==> config.mk <==
export PLATFORM = sky130hd
export DESIGN_NAME = gf180mcu_fd_sc_mcu9t5v0__dlyc_cal_ctrl_flat
export DESIGN_NICKNAME = d
export VERILOG_FILES = /design/src/rtl/gf180mcu_fd_sc_mcu9t5v0__dlyc_cal_ctrl_if.sv /design/src/rtl/gf180mcu_fd_sc_mcu9t5v0__dlyc_cal_ctrl.sv /design/src/flat_wrapper.sv
export SDC_FILE = /design/constraint.sdc
export NUM_CORES = 1
export LEC_CHECK = 0
export ABC_CLOCK_PERIOD_IN_PS = 2700
export CAP_MARGIN = 20
export CORE_UTILIZATION = 50
export CTS_CLUSTER_DIAMETER = 60
export DETAILED_ROUTE_END_ITERATION = 16
export PLACE_DENSITY = 0.75
export SYNTH_ARGS = -nofsm -noshare
export SYNTH_HDL_FRONTEND = slang
export SYNTH_SLANG_ARGS = --single-unit
==> constraint.sdc <==
create_clock -name CLK -period 2.7 [get_ports CLK]
set_input_delay 0.27 -clock CLK [delete_from_list [all_inputs] [get_ports CLK]]
set_output_delay 0.27 -clock CLK [all_outputs]
set_load 0.02 [all_outputs]
==> src/rtl/gf180mcu_fd_sc_mcu9t5v0__dlyc_cal_ctrl_if.sv <==
// Control/status bundle between the delay-line calibration sequencer and its host.
// The host drives START/ABORT, the phase detector drives EARLY, and the sequencer returns TAP and status.
interface gf180mcu_fd_sc_mcu9t5v0__dlyc_cal_ctrl_if #(
  parameter int TAP_W = 4
);
  logic             START;
  logic             ABORT;
  logic             EARLY;
  logic [TAP_W-1:0] TAP;
  logic             BUSY;
  logic             DONE;
  logic             LOCKED;
  logic             ERR;

  modport master (output START, output ABORT, output EARLY,
                  input TAP, input BUSY, input DONE, input LOCKED, input ERR);
  modport slave  (input START, input ABORT, input EARLY,
                  output TAP, output BUSY, output DONE, output LOCKED, output ERR);
endinterface

==> src/rtl/gf180mcu_fd_sc_mcu9t5v0__dlyc_cal_ctrl.sv <==
// Delay-line calibration sequencer: sweeps TAP upward and locks on the first early->late
// phase-detector transition, filtering EARLY over NSAMP consecutive agreeing samples.
module gf180mcu_fd_sc_mcu9t5v0__dlyc_cal_ctrl #(
  parameter int NTAPS  = 16,
  parameter int TAP_W  = 4,
  parameter int SETTLE = 4,
  parameter int NSAMP  = 3
) (
  input  logic                                          CLK,
  input  logic                                          RN,
  gf180mcu_fd_sc_mcu9t5v0__dlyc_cal_ctrl_if.slave       bus,
  output logic [1:0]                                    dbg_state
);
  localparam int SC_W = (SETTLE > 1) ? $clog2(SETTLE) : 1;
  localparam int AC_W = $clog2(NSAMP + 1);
  localparam logic [SC_W-1:0]  SETTLE_LAST = SC_W'(SETTLE - 1);
  localparam logic [AC_W-1:0]  NSAMP_L     = AC_W'(NSAMP);
  localparam logic [TAP_W-1:0] TAP_MAX     = TAP_W'(NTAPS - 1);

  typedef enum logic [1:0] {
    ST_IDLE   = 2'd0,
    ST_SETTLE = 2'd1,
    ST_SAMPLE = 2'd2,
    ST_DONE   = 2'd3
  } state_t;

  state_t            state, next_state;
  logic [SC_W-1:0]   settle_cnt;
  logic [AC_W-1:0]   agree_cnt, agree_next;
  logic              prev_early;
  logic [TAP_W-1:0]  tap_q, tap_d;
  logic              busy_q, busy_d;
  logic              done_q, done_d;
  logic              locked_q, locked_d;
  logic              err_q, err_d;
  logic              decide;
  logic              start_ok;

  // A run of agreeing samples restarts at 1 on any disagreement (jitter rejection).
  always_comb begin
    agree_next = AC_W'(1);
    if (agree_cnt == '0 || bus.EARLY == prev_early)
      agree_next = agree_cnt + AC_W'(1);
  end

  assign decide   = (state == ST_SAMPLE) && (agree_next == NSAMP_L);
  assign start_ok = bus.START && (state == ST_IDLE || state == ST_DONE);

  // State register plus the registered datapath.
  always_ff @(posedge CLK or negedge RN) begin
    if (!RN) begin
      state      <= ST_IDLE;
      settle_cnt <= '0;
      agree_cnt  <= '0;
      prev_early <= 1'b0;
      tap_q      <= '0;
      busy_q     <= 1'b0;
      done_q     <= 1'b0;
      locked_q   <= 1'b0;
      err_q      <= 1'b0;
    end else begin
      state      <= next_state;
      settle_cnt <= (state == ST_SETTLE && next_state == ST_SETTLE) ? settle_cnt + SC_W'(1) : '0;
      agree_cnt  <= (state == ST_SAMPLE && next_state == ST_SAMPLE) ? agree_next : '0;
      prev_early <= (state == ST_SAMPLE) ? bus.EARLY : prev_early;
      tap_q      <= tap_d;
      busy_q     <= busy_d;
      done_q     <= done_d;
      locked_q   <= locked_d;
      err_q      <= err_d;
    end
  end

  // Next-state logic; ABORT overrides everything else on the same edge.
  always_comb begin
    next_state = state;
    if (bus.ABORT) begin
      next_state = ST_IDLE;
    end else begin
      case (state)
        ST_IDLE, ST_DONE: if (bus.START) next_state = ST_SETTLE;
        ST_SETTLE:        if (settle_cnt == SETTLE_LAST) next_state = ST_SAMPLE;
        ST_SAMPLE: begin
          if (decide)
            next_state = (prev_early_or_now() && tap_q != TAP_MAX) ? ST_SETTLE : ST_DONE;
        end
        default:          next_state = ST_IDLE;
      endcase
    end
  end

  function automatic logic prev_early_or_now();
    return bus.EARLY;
  endfunction

  // Output logic: next values of the registered outputs.
  always_comb begin
    tap_d    = tap_q;
    done_d   = done_q;
    locked_d = locked_q;
    err_d    = err_q;
    if (bus.ABORT) begin
      done_d   = 1'b0;
      locked_d = 1'b0;
      err_d    = 1'b0;
    end else if (start_ok) begin
      tap_d    = '0;
      done_d   = 1'b0;
      locked_d = 1'b0;
      err_d    = 1'b0;
    end else if (decide) begin
      if (bus.EARLY) begin
        if (tap_q != TAP_MAX) begin
          tap_d = tap_q + TAP_W'(1);
        end else begin
          err_d  = 1'b1;
          done_d = 1'b1;
        end
      end else if (tap_q != '0) begin
        locked_d = 1'b1;
        done_d   = 1'b1;
      end else begin
        // Already late at the shortest delay: the line cannot be calibrated.
        err_d  = 1'b1;
        done_d = 1'b1;
      end
    end
    busy_d = (next_state == ST_SETTLE) || (next_state == ST_SAMPLE);
  end

  assign bus.TAP    = tap_q;
  assign bus.BUSY   = busy_q;
  assign bus.DONE   = done_q;
  assign bus.LOCKED = locked_q;
  assign bus.ERR    = err_q;
  assign dbg_state  = state;
endmodule
==> src/flat_wrapper.sv <==
// flat-port wrapper written by rule: the top's interface ports become plain ports
module gf180mcu_fd_sc_mcu9t5v0__dlyc_cal_ctrl_flat 
#(
  parameter int NTAPS  = 16,
  parameter int TAP_W  = 4,
  parameter int SETTLE = 4,
  parameter int NSAMP  = 3
)
  (CLK, RN, dbg_state, bus_START, bus_ABORT, bus_EARLY, bus_TAP, bus_BUSY, bus_DONE, bus_LOCKED, bus_ERR);
  gf180mcu_fd_sc_mcu9t5v0__dlyc_cal_ctrl_if #(.TAP_W(TAP_W)) bus_i ();
  input  logic CLK;
  input  logic RN;
  output logic [1:0] dbg_state;
  input wire logic [$bits(bus_i.START)-1:0] bus_START;
  input wire logic [$bits(bus_i.ABORT)-1:0] bus_ABORT;
  input wire logic [$bits(bus_i.EARLY)-1:0] bus_EARLY;
  output wire logic [$bits(bus_i.TAP)-1:0] bus_TAP;
  output wire logic [$bits(bus_i.BUSY)-1:0] bus_BUSY;
  output wire logic [$bits(bus_i.DONE)-1:0] bus_DONE;
  output wire logic [$bits(bus_i.LOCKED)-1:0] bus_LOCKED;
  output wire logic [$bits(bus_i.ERR)-1:0] bus_ERR;
  assign bus_i.START = bus_START;
  assign bus_i.ABORT = bus_ABORT;
  assign bus_i.EARLY = bus_EARLY;
  assign bus_TAP = bus_i.TAP;
  assign bus_BUSY = bus_i.BUSY;
  assign bus_DONE = bus_i.DONE;
  assign bus_LOCKED = bus_i.LOCKED;
  assign bus_ERR = bus_i.ERR;
  gf180mcu_fd_sc_mcu9t5v0__dlyc_cal_ctrl #(.NTAPS(NTAPS), .TAP_W(TAP_W), .SETTLE(SETTLE), .NSAMP(NSAMP)) u_core (.CLK(CLK), .RN(RN), .bus(bus_i), .dbg_state(dbg_state));
endmodule
# == Word level (Yosys, flattened, before mapping) ==
# Cells that the tools add are included.
# word_totals
output_inout_bits,10
wordCells,74
ff_bits,15
# op_classes
addsub,3
n_reduce_logical,21
eq_ne,12
n_bitwise,1
mux,28
# ops
op,count
$mux W2,8
$mux W4,4
$mux W1,15
$eq A2 B2 Y1 const B,5
$ne A4 B3 Y1 const B,2
$pmux W2 S3,1
$reduce_and A3 Y1,2
$reduce_bool A2 Y1,3
$reduce_bool A3 Y1,2
$logic_and A1 B1 Y1,5
$add A2 B1 Y2 const B,2
$add A4 B1 Y4 const B,1
$eq A2 B1 Y1 const B,2
$logic_not A2 Y1,2
$ne A4 B4 Y1 const B,1
$reduce_and A4 Y1,1
$reduce_bool A4 Y1,1
$logic_or A1 B1 Y1,3
$ne A3 B2 Y1 const B,1
$reduce_and A2 Y1,1
$reduce_or A2 Y1,1
$eq A1 B1 Y1,1
$not A1 Y1,1

# == Depth between registers and ports, before layout ==
# logic_depth
depth_word,11
depth_mapped,8
depth_no_buf,8

# == Least setup slack after synthesis ==
# OpenSTA, ideal clock, no wires.
# synth_path
kind,register to register
startpoint,"register u_core.state[0], in the netlist u_core.dbg_state[0]"
endpoint,register u_core.settle_cnt[1]
arrival_time_ns,1.950
path_slack_ns,0.630
n_path_buf,0
path_stages_with_launch,8
synth_period_minus_slack_ns,2.070
required_time_ns,2.580
cell_sequence,dfrtp_1 -> inv_1 -> ha_1 -> o2111ai_2 -> or3_1 -> a31o_2 -> ha_1 -> and3_1
# synth_via
elab_chain_len,8
elab_cells_between_ends,14
# synth_lines
item,line,text
"start, declared",gf180mcu_fd_sc_mcu9t5v0__dlyc_cal_ctrl.sv:27,"state_t state, next_state;"
"start signal, assigned",gf180mcu_fd_sc_mcu9t5v0__dlyc_cal_ctrl.sv:62,state <= next_state;
$eq A2 B2 Y1,"gf180mcu_fd_sc_mcu9t5v0__dlyc_cal_ctrl.sv:46, gf180mcu_fd_sc_mcu9t5v0__dlyc_cal_ctrl.sv:80",
$logic_and A1 B1 Y1,gf180mcu_fd_sc_mcu9t5v0__dlyc_cal_ctrl.sv:46,assign decide = (state == ST_SAMPLE) && (agree_next == NSAMP_L);
$mux W2,gf180mcu_fd_sc_mcu9t5v0__dlyc_cal_ctrl.sv:84,if (decide)
$pmux W2 S3,gf180mcu_fd_sc_mcu9t5v0__dlyc_cal_ctrl.sv:80,case (state)
$mux W2,gf180mcu_fd_sc_mcu9t5v0__dlyc_cal_ctrl.sv:77,if (bus.ABORT) begin
$eq A2 B1 Y1,gf180mcu_fd_sc_mcu9t5v0__dlyc_cal_ctrl.sv:63,settle_cnt <= (state == ST_SETTLE && next_state == ST_SETTLE) ? settle_cnt + SC_W'(1) : '0;
$logic_and A1 B1 Y1 *,gf180mcu_fd_sc_mcu9t5v0__dlyc_cal_ctrl.sv:63,
$mux W2 *,gf180mcu_fd_sc_mcu9t5v0__dlyc_cal_ctrl.sv:63,
"end signal, assigned",gf180mcu_fd_sc_mcu9t5v0__dlyc_cal_ctrl.sv:63,
"end, declared",gf180mcu_fd_sc_mcu9t5v0__dlyc_cal_ctrl.sv:28,logic [SC_W-1:0] settle_cnt;
# Every way passes the cells marked *; elsewhere a longest branch is shown, timed or not.
# A chain may end at the register's enable or synchronous reset.

# == Worst setup path after layout ==
# Ends and elaborated chain as after synthesis.

==> reports/summary.txt <==
Reg clk slew, reported paths: 0.09 ns
Syn Nets: 98
highest attainable clock frequency: 0.4629 GHz
maximum level of the CTS H-tree: 1
share of the yosys chip area belonging to registers: 45.11%
Area Growth Syn to Fin: 22.41%
Worst Setup Start Kind: flip-flop
run status: completed
total core area: 1524 um^2
CTS tree: yes
Total Die Area: 1831 um^2
Synth top area share: 45.11%
actual transition at the worst max-transition pin: 0.6575 ns
global route overflow: 0
DRC viols: 0
Synth warnings: 0
net total in the final layout: 117
Critical Path RT: 2.89 ns
Clk Latency, worst-skew pair: 0.29 ns
Cell Area, Synth: 832.0 um^2
count of hold-fix buffers inserted at cts: 0
count of cells resized by post-cts repair: 0
Filler cells: 120
pin count of the biggest net entering global routing: 16
Critical Path Slowest Stage Cell: sky130_fd_sc_hd__dfrtp_1
root buffer cell: sky130_fd_sc_hd__clkbuf_4
Vias: 714
max-slew violation count: 0
DRC violation total after the first TritonRoute iteration: 15
time the final worst path needs with I/O delays and setup: 2.160 ns
number of buffers added by the clock tree synthesis step: 3
initial standard-cell utilization of the core: 54.60%
last weighted congestion value of the routability-driven placer: 0.8614
total negative setup slack: 0 ns
total of flip-flops plus latches after synthesis: 15
number of global-route vias before repair: 690
Synth Area per Inst: 9.789 um^2
first-pass GRT wire length: 2.932 mm
antenna violations before repair: 0
crit-path leading delay family: simple AND/OR/NAND/NOR gates
max-cap violation count: 0
Max IR drop VDD: 0.0002996 V
library cells used by synthesis: 25
average wire length per cell after detail routing: 14.18 um
final count of hold timing violations: 0
Critical Path Fanout Max: 7
clock sink count: 15
RSZ-0062 raised after global routing: no
sort of element at the end of the critical path: flip-flop
placed wire-length estimate after detailed placement: 1.217 mm
global router's overall resource usage: 21.37%
final count of negative-setup-slack endpoints: 0
Period Utilization, post-route: 80.01%
worst-case headroom to the max-slew limit: 56.03%
most used cells in the layout excluding fill and tap cells: sky130_fd_sc_hd__dfrtp_1, sky130_fd_sc_hd__clkdlybuf4s50_1, sky130_fd_sc_hd__inv_1, sky130_fd_sc_hd__nor2_1, sky130_fd_sc_hd__ha_1
Pwr per Cell Area: 464.8 nW/um^2
number of buffers on the longest clock path: 2
endpoint arrival time on the critical path: 2.35 ns
static leakage power: 0.0004467 uW
internal reg-to-reg setup slack: 0.54 ns
largest stage delay on the critical path: 0.43 ns
Total Routed Length: 1.687 mm
Vias per Instance: 6.000
class of the tightest hold or removal check: in2async
most prevalent standard cell on the critical path: sky130_fd_sc_hd__ha_1
number of buffers and inverters on the critical path: 1
count of antenna-violating nets left after detailed routing: 0
cell accounting for the most synthesized area: sky130_fd_sc_hd__dfrtp_1
post-CTS setup repair buffer count: 0
Die Span Y: 42.80 um
synthesized instance count: 85
Area contributors post-synth: sky130_fd_sc_hd__dfrtp_1, sky130_fd_sc_hd__ha_1, sky130_fd_sc_hd__inv_1
share of cells above drive strength 1: 7.767%
crit-path cells: inv_1, ha_1, o2111ai_2, or3_1, a31o_2, ha_1, and3_1
commonest non-fill, non-tap cell in the layout: sky130_fd_sc_hd__dfrtp_1
count of input and output buffers: 14
1st-pass router iterations: 4
Design Power: 473.4 uW
number of antenna repair diodes: 0
worst setup path class: reg2reg
Placement Rows: 14
Chip Width: 42.80 um
boundary pin count: 15
Clock Skew: 0.001523 ns
[layer usage]
metal  vias up  wire length (um)  global-route usage [%]
met1       335               840                   30.43
met2        28               723                   31.21
met4         0                34                   11.25
li1        346                 -                       -
met5         -                 0                       0
met3         5                89                   2.979
[layout make-up]
type	instances	area, um^2	share of cell area, %
Timing Repair Buffer	14	140.1	13.76
Tap cell	16	20.02	1.966
Inverter	9	33.78	3.317
Sequential cell	15	375.4	36.85
Multi-Input combinational cell	61	422.9	41.52
Clock buffer	4	26.28	2.580
[flip-flops by register name (all words and copies together) (netlist names)]
register	count
u_core.prev_early	1
u_core.dbg_state	2
u_core.bus.BUSY	1
u_core.settle_cnt	2
u_core.agree_cnt	2
u_core.bus.ERR	1
u_core.bus.TAP	4
u_core.bus.LOCKED	1
u_core.bus.DONE	1
[worst paths after layout]
check	endpoint	start	depth (start not counted)
setup / recovery	u_core.settle_cnt[1]	u_core.dbg_state[0]	7
hold / removal	u_core.agree_cnt[0]	RN	1
setup reg to reg	u_core.settle_cnt[1]	u_core.dbg_state[0]	7
hold reg to reg	u_core.settle_cnt[0]	u_core.settle_cnt[0]	1
min in group CLK	u_core.settle_cnt[0]	u_core.settle_cnt[0]	1
max in group asynchronous	u_core.prev_early	RN	1
[synth_stat cells (all sizes together)]
cell type / n
a21oi: 6
a221o: 2
a31o: 1
a31oi: 4
and2: 1
and3: 1
dfrtp: 15
ha: 8
inv: 9
mux2: 1
nand2: 7
nand3: 3
nand4: 1
nor2: 9
nor3: 2
nor3b: 1
o2111a: 1
o2111ai: 1
o211ai: 1
o21a: 3
o21ai: 4
o22ai: 1
o311a: 1
or3: 1
xnor2: 1
[through the flow]
| step | std cells | instance area [um^2] | worst slack [ns] | hold slack [ns] | utilization, % |
|---|---|---|---|---|---|
| 3_5_place_dp | 115 | 992.2 | 0.3290 | 0.4358 | 65.11 |
| 5_1_grt | 119 | 1018 | 0.3477 | 0.4658 | 66.83 |
| 4_1_cts | 119 | 1018 | 0.5462 | 0.4061 | 66.83 |
| 6_report | 119 | 1018 | 0.5397 | 0.3738 | 66.83 |
| 3_3_place_gp | 115 | 992.2 | 0.3889 | 0.4183 | 65.11 |
| 2_1_floorplan | 85 | 832.0 | 0.6299 | -0.02559 | - |
[logic make-up after synthesis]
logic type | after synthesis | share of synthesized area (%)
buffers and inverters | 9 | 4.060
xor gates and xnor gates | 1 | 1.955
muxes | 1 | 1.353
and+or+nand+nor | 26 | 14.29
AOI/OAI and AO/OA | 25 | 21.20
adders and majority gates | 8 | 12.03
DFF | 15 | 45.11
[worst register-to-register path, stage by stage, from the launching register on]
cell                        delay, ns
sky130_fd_sc_hd__dfrtp_1         0.43
sky130_fd_sc_hd__inv_1           0.09
sky130_fd_sc_hd__ha_1            0.28
sky130_fd_sc_hd__o2111ai_2       0.25
sky130_fd_sc_hd__or3_1           0.42
sky130_fd_sc_hd__a31o_2          0.25
sky130_fd_sc_hd__ha_1            0.18
sky130_fd_sc_hd__and3_1          0.16
[power by group]
group          internal [uW]  total, uW  switching, uW
combinational           39.4       91.8           52.4
sequential               235        246           10.7
clock                   57.5        135           77.9
total                    332        473            141
No activity file was read; power rests on OpenSTA's default activity.
